File: src/rtl/pipe_stage_reg_pkg.sv
// Shared constants and parameter checks for the elastic pipeline register.
// Optional skid buffer is enabled by defining PIPE_STAGE_REG_SKID_EN.
package pipe_pkg;

  localparam int unsigned PIPE_MAX_DEPTH = 8;
  localparam int unsigned PIPE_MAX_WIDTH = 256;

  function automatic bit pipe_params_ok(input int unsigned width, input int unsigned depth);
    return (width >= 1) && (width <= PIPE_MAX_WIDTH) &&
           (depth >= 1) && (depth <= PIPE_MAX_DEPTH);
  endfunction

endpackage

File: src/rtl/pipe_stage_reg_if.sv
// Upstream/downstream handshake bundle for pipe_stage_reg.
// The block itself attaches through the slave modport; PIPE_STAGE_REG_SKID_EN does not change the bundle.
interface pipe_stage_reg_if #(
  parameter int unsigned WIDTH = 32,
  parameter int unsigned DEPTH = 1
) ();
  localparam int unsigned OCC_W = $clog2(DEPTH + 2);

  logic             flush;
  logic             in_valid;
  logic [WIDTH-1:0] in_data;
  logic             in_ready;
  logic             out_valid;
  logic [WIDTH-1:0] out_data;
  logic             out_ready;
  logic [OCC_W-1:0] occupancy;

  modport master (
    output flush, in_valid, in_data, out_ready,
    input  in_ready, out_valid, out_data, occupancy
  );

  modport slave (
    input  flush, in_valid, in_data, out_ready,
    output in_ready, out_valid, out_data, occupancy
  );
endinterface

File: src/rtl/pipe_stage_reg_stage.sv
// One valid/data register pair of the elastic chain (also reused as the skid entry
// when PIPE_STAGE_REG_SKID_EN is defined).
module pipe_stage #(
  parameter int unsigned      WIDTH   = 32,
  parameter logic [WIDTH-1:0] RST_VAL = '0
) (
  input  logic             clk,
  input  logic             rst,
  input  logic             flush,
  input  logic             load,
  input  logic             clear,
  input  logic [WIDTH-1:0] din,
  output logic             v,
  output logic [WIDTH-1:0] d
);

  // Data is only written on load so a squashed or drained stage keeps its last payload.
  always_ff @(posedge clk) begin
    if (rst) begin
      v <= 1'b0;
      d <= RST_VAL;
    end else if (flush) begin
      v <= 1'b0;
    end else if (load) begin
      v <= 1'b1;
      d <= din;
    end else if (clear) begin
      v <= 1'b0;
    end
  end

endmodule

File: src/rtl/pipe_stage_reg.sv
// Elastic DEPTH-stage pipeline register with bubble collapsing, flush and occupancy.
// Define PIPE_STAGE_REG_SKID_EN for a registered in_ready backed by a one-entry skid buffer.
module pipe_stage_reg
  import pipe_pkg::*;
#(
  parameter int unsigned      WIDTH   = 32,
  parameter int unsigned      DEPTH   = 1,
  parameter logic [WIDTH-1:0] RST_VAL = '0
) (
  input logic               clk,
  input logic               rst,
  pipe_stage_reg_if.slave   bus
);

  localparam int unsigned OCC_W = $clog2(DEPTH + 2);

  if (!pipe_params_ok(WIDTH, DEPTH)) begin : g_bad_params
    $error("pipe_stage_reg: WIDTH or DEPTH out of range");
  end

  logic [DEPTH-1:0] v;
  logic [WIDTH-1:0] d     [DEPTH];
  logic [WIDTH-1:0] up_d  [DEPTH];
  logic [DEPTH:0]   rdy;
  logic [DEPTH-1:0] load;
  logic [DEPTH-1:0] clear;
  logic             src_v;
  logic [WIDTH-1:0] src_d;
  logic             acc;
  logic             leave;
  logic [OCC_W-1:0] occ;

  assign acc   = bus.in_valid && bus.in_ready;
  assign leave = v[DEPTH-1] && bus.out_ready;

`ifdef PIPE_STAGE_REG_SKID_EN
  logic             s_v;
  logic [WIDTH-1:0] s_d;

  // Skid parks an accepted beat stage 0 cannot take; it always drains ahead of new input,
  // and in_ready is blocked while it is occupied so at most one beat can be waiting.
  pipe_stage #(
    .WIDTH   (WIDTH),
    .RST_VAL (RST_VAL)
  ) u_skid (
    .clk   (clk),
    .rst   (rst),
    .flush (bus.flush),
    .load  (acc && !rdy[0]),
    .clear (s_v && rdy[0]),
    .din   (bus.in_data),
    .v     (s_v),
    .d     (s_d)
  );

  assign src_v        = s_v || acc;
  assign src_d        = s_v ? s_d : bus.in_data;
  assign bus.in_ready = !s_v && !bus.flush;
`else
  assign src_v        = bus.in_valid;
  assign src_d        = bus.in_data;
  assign bus.in_ready = rdy[0] && !bus.flush;
`endif

  always_comb begin
    rdy   = '0;
    load  = '0;
    clear = '0;
    rdy[DEPTH] = bus.out_ready;
    // Ready ripples from the output back toward stage 0.
    for (int unsigned k = 0; k < DEPTH; k++) begin
      rdy[DEPTH-1-k] = !v[DEPTH-1-k] || rdy[DEPTH-k];
    end
    up_d[0]  = src_d;
    load[0]  = src_v && rdy[0];
    clear[0] = v[0] && rdy[1];
    for (int unsigned i = 1; i < DEPTH; i++) begin
      up_d[i]  = d[i-1];
      load[i]  = v[i-1] && rdy[i];
      clear[i] = v[i] && rdy[i+1];
    end
  end

  for (genvar i = 0; i < DEPTH; i++) begin : g_stage
    pipe_stage #(
      .WIDTH   (WIDTH),
      .RST_VAL (RST_VAL)
    ) u_stage (
      .clk   (clk),
      .rst   (rst),
      .flush (bus.flush),
      .load  (load[i]),
      .clear (clear[i]),
      .din   (up_d[i]),
      .v     (v[i]),
      .d     (d[i])
    );
  end

  // Internal shifts are occupancy-neutral, so only entry and exit move the count.
  always_ff @(posedge clk) begin
    if (rst || bus.flush) begin
      occ <= '0;
    end else begin
      occ <= occ + OCC_W'(acc) - OCC_W'(leave);
    end
  end

  assign bus.occupancy = occ;
  assign bus.out_valid = v[DEPTH-1];
  assign bus.out_data  = d[DEPTH-1];

endmodule

File: src/flat_wrapper.sv
// flat-port wrapper written by rule: the top's interface ports become plain ports
module pipe_stage_reg_flat import pipe_pkg::*;
#(
  parameter int unsigned      WIDTH   = 32,
  parameter int unsigned      DEPTH   = 1,
  parameter logic [WIDTH-1:0] RST_VAL = '0
)
  (clk, rst, bus_flush, bus_in_valid, bus_in_data, bus_out_ready, bus_in_ready, bus_out_valid, bus_out_data, bus_occupancy);
  pipe_stage_reg_if #(.WIDTH(WIDTH), .DEPTH(DEPTH)) bus_i ();
  input logic clk;
  input logic rst;
  input wire logic [$bits(bus_i.flush)-1:0] bus_flush;
  input wire logic [$bits(bus_i.in_valid)-1:0] bus_in_valid;
  input wire logic [$bits(bus_i.in_data)-1:0] bus_in_data;
  input wire logic [$bits(bus_i.out_ready)-1:0] bus_out_ready;
  output wire logic [$bits(bus_i.in_ready)-1:0] bus_in_ready;
  output wire logic [$bits(bus_i.out_valid)-1:0] bus_out_valid;
  output wire logic [$bits(bus_i.out_data)-1:0] bus_out_data;
  output wire logic [$bits(bus_i.occupancy)-1:0] bus_occupancy;
  assign bus_i.flush = bus_flush;
  assign bus_i.in_valid = bus_in_valid;
  assign bus_i.in_data = bus_in_data;
  assign bus_i.out_ready = bus_out_ready;
  assign bus_in_ready = bus_i.in_ready;
  assign bus_out_valid = bus_i.out_valid;
  assign bus_out_data = bus_i.out_data;
  assign bus_occupancy = bus_i.occupancy;
  pipe_stage_reg #(.WIDTH(WIDTH), .DEPTH(DEPTH), .RST_VAL(RST_VAL)) u_core (.clk(clk), .rst(rst), .bus(bus_i));
endmodule
File: config.mk
export PLATFORM = sky130hd
export DESIGN_NAME = pipe_stage_reg_flat
export DESIGN_NICKNAME = d
export VERILOG_FILES = /design/src/rtl/pipe_stage_reg_pkg.sv /design/src/rtl/pipe_stage_reg_if.sv /design/src/rtl/pipe_stage_reg_stage.sv /design/src/rtl/pipe_stage_reg.sv /design/src/flat_wrapper.sv
export SDC_FILE = /design/constraint.sdc
export NUM_CORES = 1
export LEC_CHECK = 0
export ABC_AREA = 1
export CELL_PAD_IN_SITES_DETAIL_PLACEMENT = 0
export CELL_PAD_IN_SITES_GLOBAL_PLACEMENT = 1
export CORE_ASPECT_RATIO = 1.1
export CORE_MARGIN = 2
export CORE_UTILIZATION = 28
export DETAILED_ROUTE_END_ITERATION = 8
export HOLD_SLACK_MARGIN = 0.08
export PLACE_DENSITY_LB_ADDON = 0.1
export SYNTH_ARGS = -nofsm -noshare
export SYNTH_HDL_FRONTEND = slang
export SYNTH_SLANG_ARGS = --single-unit
File: constraint.sdc
create_clock -name clk -period 1.5 [get_ports clk]
set_input_delay 0.15 -clock clk [delete_from_list [all_inputs] [get_ports clk]]
set_output_delay 0.15 -clock clk [all_outputs]
set_load 0.05 [all_outputs]
==> results.ini <==
[run_status]
status = finished clean

[placed_design]
hpwl_mm = 2.62
place_inst = 343
portBuffers = 72
placed_area_um2 = 2310
place_ws_ns = 0.0181
gp_congestion = 0.672

[timing]
tightest_slew_ns = 0.333
setup_ws_ns = 0.253
finalSetupViolCount = 0
timing.final.max_slew_violations = 0
rsz0062_at_grt = no
fmax_mhz = 802
finClkSkew_ns = 0.00705
slew_headroom = 0.778
period_share = 0.831
fin_tns_setup_ns = 0
hold_viol_final = 0
fin_crit_ns = 1.25

[route]
drc_errors = 0
wl_mm = 3.89
routedLengthMet1_mm = 1.82
avgViaCountPerCell = 4.34
avgRoutedWirePerCell_um = 11.1
highest_layer = met4
drt_iter0_drc = 60
postRouteAntennaNets = 0
met3_length_um = 307
wl_met2_mm = 1.69
first_pass_iters = 4
via_count = 1523

[layout]
fill_cells = 601
nets = 314
areaGrowthSynthToFinish_pct = 48.5
diodes = 0
design_area_um2 = 2390
drive_gt1_frac = 0.196
final_cells = 351

[yosys]
synth_top_area_frac = 0.435
yosys-top-cells-count = nand2_1 (37), dfxtp_1 (35), a21oi_1 (34), nor2_1 (34), nand3b_1 (32)
syn_area_um2 = 1610
postSynthAreaPerCell_um2 = 7.82
synthTopCellsByArea = dfxtp_1 (44%), nand3b_1 (15%), a21oi_1 (11%)
synth_top_area_cell = dfxtp_1
async_reset_ff_frac = 0
post-synth-top-count-cell = nand2_1
synth_edf_count = 0
syn_nets = 245
ys_seq_area_frac = 0.435
ys_seq_elements = 35
synth_ff_type = dfxtp_1
synthCells = 206
yosysUniqueCellTypes = 17
yosysWarnings = 0

[clock_network]
holdBufCountCts = 0
postCtsSetupBuffers = 0
cts_inserted_buffers = 5
cts.sinks = 35
htreeDepth = 2
clock_latency_ns = 0.28
clk_pin_slew_ns = 0.07
cts_root_buffer = clkbuf_8
cts.path.max_buffers = 2
cts_tree = built
cts_resized = 0

[setup_path]
worstSetupPathType = in -> out
worstPathArrival_ns = 1.10
end_kind = output port
crit_start = bus_out_ready
worst-path-max-fanout = 3
timing.rr.start = u_core.g_stage[0].u_stage.v$_SDFFE_PP0P_
startpoint_type = input pin
required_ns = 1.35

[power]
ir_drop_v = 0.000431
power.internal_uw = 1580
netSwitchingFraction = 0.319
p_sw_uw = 739
p_clk_frac = 0.283
comb_power_share = 0.274
seqPwrFrac = 0.442
p_per_area_nw_per_um2 = 968
p_leak_uw = 0.00107

[floorplan]
dieHeight_um = 83.5
coreArea_um2 = 5470
io_pins = 73
rows = 28
start_util = 0.295
die_w_um = 76.3
dieArea_um2 = 6370

[global_route]
overflow = 0
antenna_found_initial = 0
grt_pass1_wl_mm = 6.71
grt_pass1_vias = 1438
grt_start_max_net_pins = 35
gr-usage-all-layers = 0.129

[flow_run]
maxCapViolCount = 0

[worst_hold_path]
min-delay-start = u_core.g_stage[0].u_stage.d[11]$_SDFFE_PP0P_
hold_class = reg -> reg

[cell usage in the layout (no fill, tap or decap), drive strengths merged]
master,Yosys,layout
inv,11,11
clkdlybuf4s50,0,36
nand2,38,38
a21oi,34,34
ha,2,2
buf,14,42
dfxtp,35,35
clkinv,0,1
nor3,1,1
nor2,35,35
nand3b,32,32
nand3,1,1
or2,1,1
clkbuf,2,7
[worst paths after layout]
check	endpoint	slack (ns)	cells past startpoint
worst max-delay path	bus_in_ready	0.25	6
worst min-delay path	u_core.g_stage[0].u_stage.d[11]$_SDFFE_PP0P_	0.48	2
worst max register to register	u_core.bus.occupancy[0]$_SDFF_PP0_	0.33	7
worst min register to register	u_core.g_stage[0].u_stage.d[11]$_SDFFE_PP0P_	0.48	2
[critical path, cell delays in order]
cell	delay, ns
clkdlybuf4s50_1	0.47
inv_1	0.05
nand2_2	0.10
inv_2	0.05
nor2_2	0.12
buf_12	0.15
[cell families after synthesis]
| kind of cell | count (synthesis) | share of synthesized area |
|---|---|---|
| adders and majority gates | 2 | 0.0155 |
| AOI/OAI and AO/OA | 34 | 0.106 |
| buffers and inverters | 27 | 0.103 |
| DFF | 35 | 0.435 |
| and+or+nand+nor | 108 | 0.341 |
[power by group through the flow]
stage               sequential [µW]  clock, µW  combinational, µW
floorplan                      1260          0                198
global placement               1050          0                640
detailed placement             1040          0                641
CTS                            1020        690                642
global route                   1030        722                685
finish                         1020        656                635
[layer usage]
metal,global-route usage,up-vias
met2,0.198,53
met5,0,-
met3,0.0519,7
met1,0.159,660
li1,-,803
met4,0.0545,0
[area by class of cell]
cell class              count  area (µm²)  share of cell area
flip-flops and latches     35         702               0.294
clock buffers               7        76.3              0.0319
inverters                  11        41.3              0.0173
well taps                  75        93.8              0.0392
multi-input cells         144         747               0.312
repair buffers             78         726               0.304
clock inverters             1        5.00             0.00209
[registers in the layout, indices dropped and copies added (netlist names)]
register                  count
u_core.g_stage.u_stage.v      1
u_core.bus.occupancy          2
u_core.g_stage.u_stage.d     32
[stage by stage]
| stage | util | total power, µW | hold slack (ns) |
|---|---|---|---|
| 2_1_floorplan | - | 1450 | 0.326 |
| 3_3_place_gp | 0.423 | 1690 | 0.464 |
| 3_5_place_dp | 0.423 | 1690 | 0.473 |
| 4_1_cts | 0.438 | 2360 | 0.492 |
| 5_1_grt | 0.438 | 2440 | 0.501 |
| 6_report | 0.438 | 2310 | 0.484 |
(Power assumes the default switching activity.)
